[src/rtl/pc_predict_ctrl.sv]
// pc_predict_ctrl: fetch-stage PC generation with a 2-bit saturating-counter
// branch history table. Conditional branches are resolved against the {N,V,Z}
// flags. A mispredict flushes the pipe and redirects the PC. Saturating
// counters record resolved branches and mispredicts.
module pc_predict_ctrl #(
   parameter int                ADDR_W    = 16,
   parameter int                OFF_W     = 9,
   parameter int                INC       = 2,
   parameter int                BHT_DEPTH = 16,
   parameter logic [ADDR_W-1:0] RESET_PC  = '0,
   parameter int                CNT_W     = 16
) (
   input  logic              clk,
   input  logic              rst,
   input  logic              stall,
   input  logic              if_is_br,
   input  logic [OFF_W-1:0]  if_off,
   input  logic              br_valid,
   input  logic [2:0]        br_cond,
   input  logic [OFF_W-1:0]  br_off,
   input  logic [ADDR_W-1:0] br_pc,
   input  logic              br_pred_taken,
   input  logic [2:0]        flags,
   input  logic              flag_busy,
   output logic [ADDR_W-1:0] pc,
   output logic              pred_taken,
   output logic              br_ready,
   output logic              flush,
   output logic [CNT_W-1:0]  br_cnt,
   output logic [CNT_W-1:0]  miss_cnt
);

   localparam int IDX_W = $clog2(BHT_DEPTH);
   localparam logic [ADDR_W-1:0] INC_V = ADDR_W'(INC);
   localparam logic [CNT_W-1:0] CNT_ONE = {{(CNT_W-1){1'b0}}, 1'b1};

   // Branch target: address of the next sequential instruction plus the word
   // offset converted to bytes. Wraps modulo 2^ADDR_W.
   function automatic logic [ADDR_W-1:0] tgt(input logic [ADDR_W-1:0] a,
                                             input logic [OFF_W-1:0]  o);
      logic [ADDR_W-1:0] ext;
      ext = {{(ADDR_W-OFF_W){o[OFF_W-1]}}, o};
      return a + INC_V + (ext << 1);
   endfunction

   logic [1:0]        bht [BHT_DEPTH];
   logic [IDX_W-1:0]  fetch_idx;
   logic [IDX_W-1:0]  br_idx;
   logic              flag_n;
   logic              flag_v;
   logic              flag_z;
   logic              taken;
   logic              resolve;
   logic [1:0]        bht_cur;
   logic [1:0]        bht_upd;
   logic [ADDR_W-1:0] redirect;
   logic [ADDR_W-1:0] pc_next;

   // The byte-offset bit 0 is skipped, so consecutive instructions map to
   // consecutive entries.
   assign fetch_idx = pc[IDX_W:1];
   assign br_idx    = br_pc[IDX_W:1];
   assign flag_n    = flags[2];
   assign flag_v    = flags[1];
   assign flag_z    = flags[0];

   // The resolve stage waits until no older flag writer is in flight.
   assign br_ready  = ~flag_busy;
   assign resolve   = br_valid & br_ready;

   // Evaluate the branch condition code against the current flags.
   always_comb begin
      taken = 1'b0;
      case (br_cond)
         3'b000: taken = ~flag_z;
         3'b001: taken = flag_z;
         3'b010: taken = ~flag_z & ~flag_n;
         3'b011: taken = flag_n;
         3'b100: taken = flag_z | ~flag_n;
         3'b101: taken = flag_z | flag_n;
         3'b110: taken = flag_v;
         default: taken = 1'b1;
      endcase
   end

   // Fetch reads the pre-update counter. A same-cycle write lands at the edge.
   assign pred_taken = ~rst & if_is_br & bht[fetch_idx][1];
   assign flush      = ~rst & resolve & (taken != br_pred_taken);
   assign redirect   = taken ? tgt(br_pc, br_off) : (br_pc + INC_V);

   // Compute the saturating counter step for the resolving branch's entry.
   always_comb begin
      bht_cur = bht[br_idx];
      bht_upd = bht_cur;
      if (taken) begin
         if (bht_cur != 2'b11) bht_upd = bht_cur + 2'b01;
      end else begin
         if (bht_cur != 2'b00) bht_upd = bht_cur - 2'b01;
      end
   end

   // Select the next PC: redirect, then stall, then predicted target, then sequential.
   always_comb begin
      pc_next = pc + INC_V;
      if (flush)
         pc_next = redirect;
      else if (stall)
         pc_next = pc;
      else if (pred_taken)
         pc_next = tgt(pc, if_off);
   end

   // Hold the architectural fetch PC.
   always_ff @(posedge clk or posedge rst) begin
      if (rst)
         pc <= RESET_PC;
      else
         pc <= pc_next;
   end

   // Train the history table on each resolved branch. Reset makes every entry weakly not taken.
   always_ff @(posedge clk or posedge rst) begin
      if (rst) begin
         for (int i = 0; i < BHT_DEPTH; i++)
            bht[i] <= 2'b01;
      end else if (resolve) begin
         bht[br_idx] <= bht_upd;
      end
   end

   // Count resolved branches and mispredicts. Both counters saturate at all ones.
   always_ff @(posedge clk or posedge rst) begin
      if (rst) begin
         br_cnt   <= '0;
         miss_cnt <= '0;
      end else begin
         if (resolve && (br_cnt != '1))
            br_cnt <= br_cnt + CNT_ONE;
         if (flush && (miss_cnt != '1))
            miss_cnt <= miss_cnt + CNT_ONE;
      end
   end

endmodule

[config.mk]
export PLATFORM = sky130hd
export DESIGN_NAME = pc_predict_ctrl
export DESIGN_NICKNAME = d
export VERILOG_FILES = /design/src/rtl/pc_predict_ctrl.sv
export SDC_FILE = /design/constraint.sdc
export NUM_CORES = 1
export LEC_CHECK = 0
export CORE_MARGIN = 4
export CORE_UTILIZATION = 30
export CTS_CLUSTER_DIAMETER = 80
export CTS_CLUSTER_SIZE = 25
export DETAILED_ROUTE_END_ITERATION = 16
export PLACE_DENSITY = 0.51
export SLEW_MARGIN = 20
export SYNTH_ARGS = -nofsm -noshare
export SYNTH_HDL_FRONTEND = slang
export SYNTH_SLANG_ARGS = --single-unit
[constraint.sdc]
create_clock -name clk -period 4.45 [get_ports clk]
set_clock_uncertainty 0.05 [all_clocks]
set_input_delay 0.445 -clock clk [delete_from_list [all_inputs] [get_ports clk]]
set_output_delay 0.445 -clock clk [all_outputs]
set_load 0.02 [all_outputs]
==> results.sh <==
export IMPL_leakagePower_nw=3.26
export IMPL_grt_antenna_before_repair=0
export IMPL_floorplan_initialDensity_pct=30.5
export IMPL_postCtsResizedCells=0
export IMPL_power_density_nw_per_um2=471
export IMPL_crit_chain="ha_1, nand2_1, nor4_1, buf_4, nand2_1, xnor2_1, ha_1, and3_1, o211a_1, o32ai_1, xor2_1, o21ai_0, a221oi_1, a31oi_1"
export IMPL_worstSkewPairLatency_ps=340
export IMPL_crit_path_start="pc[2]"
export IMPL_report_final_hold_viol_count=0
export IMPL_synthArstFlopShare_pct=100
export IMPL_grt_pass1_wl_mm=27.4
export IMPL_worst_r2r_cell_count=14
export IMPL_setup_ws_ps=759
export IMPL_route_detailed_drc=0
export IMPL_run_status="completed"
export IMPL_worstPathMaxFanout=6
export IMPL_synth_top_area_cell="dfrtp_1"
export IMPL_synth_top_cell_area_share_pct=26.0
export IMPL_die_h_um=151
export IMPL_place_hpwl_mm=13.3
export IMPL_syn_area_um2=6160
export IMPL_synth_seq_cells=80
export IMPL_worst_pin_slew_ps=851
export IMPL_grt_overflow=0
export IMPL_slew_headroom_pct=43.3
export IMPL_via_count=5169
export IMPL_io_pins=98
export IMPL_fin_crit_ps=3690
export IMPL_start_kind="register"
export IMPL_cts_root_buffer="clkbuf_16"
export IMPL_crit_path_end_kind="register"
export IMPL_worstSetupPathType="reg -> reg"
export IMPL_die_area_um2=22900
export IMPL_slew_violations=0
export IMPL_synth_distinct_cells=59
export IMPL_synth_edf_count=0
export IMPL_r2r_end="pc[13]"
export IMPL_hold_buffers=0
export IMPL_area_growth_pct=26.8
export IMPL_wire_per_inst_um=16.4
export IMPL_r2r_start="pc[2]"
export IMPL_cts_buffers_inserted=9
export IMPL_netlist_instances=657
export IMPL_drt_iter0_drc=179
export IMPL_fmax_mhz=271
export IMPL_cts_sinks=80
export IMPL_synth_nets=747
export IMPL_cts_tree="yes"
export IMPL_dp_slack_ps=578
export IMPL_r2r_slack_ps=760
export IMPL_ys_seq_area_share_pct=32.8
export IMPL_rows=52
export IMPL_vias_per_cell=5.03
export IMPL_synthMostInstantiatedCell="nand2_1"
export IMPL_grt_max_degree=69
export IMPL_syn_area_per_cell_um2=9.38
export IMPL_utilization_pct=38.6
export IMPL_rsz0062_at_grt="no"
export IMPL_die_w_um=151
export IMPL_synth_common_cells="65 x nand2_1, 64 x dfrtp_1, 54 x nor2_1, 49 x xnor2_1, 41 x ha_1"
export IMPL_antenna_cells=0
export IMPL_crit_end="pc[13]"
export IMPL_wirelength_mm=16.9
export IMPL_finalCritPeriodShare_pct=83.0
export IMPL_final_antenna_net_count=0
export IMPL_hp_class="in -> async"
export IMPL_finalSetupViolCount=0
export IMPL_max_stage_delay_ps=450
export IMPL_h_tree_depth=3
export IMPL_firstDrtPassIters=4
export IMPL_grt_pass1_vias=5267
export IMPL_fin_nets=843
export IMPL_place_gp_congestion=0.879
export IMPL_coreArea_um2=20200
export IMPL_yosys_most_used_dff="dfrtp_1"
export IMPL_ir_drop_uv=216
export IMPL_clkTransAtPathRegs_ps=60
export IMPL_worstPathArrival_ps=3850
export IMPL_clk_path_buf_depth=2
export IMPL_ys_warn_count=0
export IMPL_grt_total_usage_pct=15.1
export IMPL_synth_area_leaders="dfrtp_1 26%, ha_1 8.3%, xnor2_1 7.0%, dfstp_2 6.8%, mux2_2 6.2%"
export IMPL_io_buffers=97
export IMPL_post_cts_buffers=0
export IMPL_slowest_stage="dfrtp_1"
export IMPL_crit_required_ps=4610
export IMPL_drive_above_1_share_pct=13.3
export IMPL_maxCapViolCount=0
export IMPL_tns_ps=0
==> power by group <==
group / switching, mW / leakage [nW] / internal, mW
logic: 0.821 / 2.08 / 0.781
registers: 0.232 / 1.00 / 0.925
clock network: 0.303 / 0.180 / 0.622
==> critical path, delay by kind of cell, from the launching register on <==
family / cells / cell delay, ps
simple gates: 4 / 690
xor+xnor: 2 / 500
compound gates: 5 / 1080
buf+inv: 1 / 190
fa+ha+maj: 2 / 610
flops: 1 / 450
==> sequential cells by signal, summed over array words and instances, names as in the netlist <==
name / flops
bht: 32
miss_cnt: 16
pc: 16
br_cnt: 16
==> cells in the final DEF, fill, tap and decap left out, types with 23 or more instances in the layout <==
cell type / count
a21oi_1: 27
clkdlybuf4s50_1: 97
dfrtp_1: 64
ha_1: 41
inv_1: 23
mux2_2: 34
nand2_1: 65
nand3_1: 35
nor2_1: 54
o21ai_0: 30
xnor2_1: 49
xor2_1: 27
==> through the flow <==
stage,hold WS (ps),instances,power (mW),cell area [um2]
after floorplan,442,657,2.22,6160
after global placement,436,1012,2.72,7440
after detailed placement,436,1012,2.76,7440
after CTS,317,1028,3.71,7820
after global routing,322,1028,3.94,7820
final,314,1028,3.68,7820
==> worst min-delay path by stage <==
stage	slack (ps)	endpoint	depth (start not counted)
2_1_floorplan	440	bht[27]	1
3_3_place_gp	440	br_cnt[12]	1
3_5_place_dp	440	miss_cnt[11]	1
4_1_cts	320	miss_cnt[1]	2
5_1_grt	320	miss_cnt[11]	2
6_report	310	miss_cnt[1]	2
==> per-layer routing <==
layer	wire, um	vias to the layer above	global-route usage, %
li1	-	2548	-
met4	365	0	4.67
met5	0	-	0
met3	768	18	3.17
met2	8020	114	24.6
met1	7740	2489	20.0
==> cell families (layout without fill, tap and decap cells) <==
| logic type | after synthesis | count (layout) | share of synthesized area (%) |
|---|---|---|---|
| and+or+nand+nor | 231 | 231 | 18.3 |
| AOI/OAI and AO/OA | 120 | 120 | 12.5 |
| DFF | 80 | 80 | 32.8 |
| xor gates and xnor gates | 76 | 76 | 10.8 |
| muxes | 56 | 56 | 12.8 |
| buffers and inverters | 49 | 150 | 3.43 |
| adders and majority gates | 45 | 45 | 9.34 |
==> cell type report <==
class / instances / area (um2)
multi-input combinational: 528 / 3930
timing repair buffer: 107 / 1050
fill: 1991 / 12400
inverter: 27 / 108
clock inverter: 5 / 129
tap: 270 / 338
sequential: 80 / 2020
clock buffer: 11 / 243
Power figures use the tool's default switching activity.
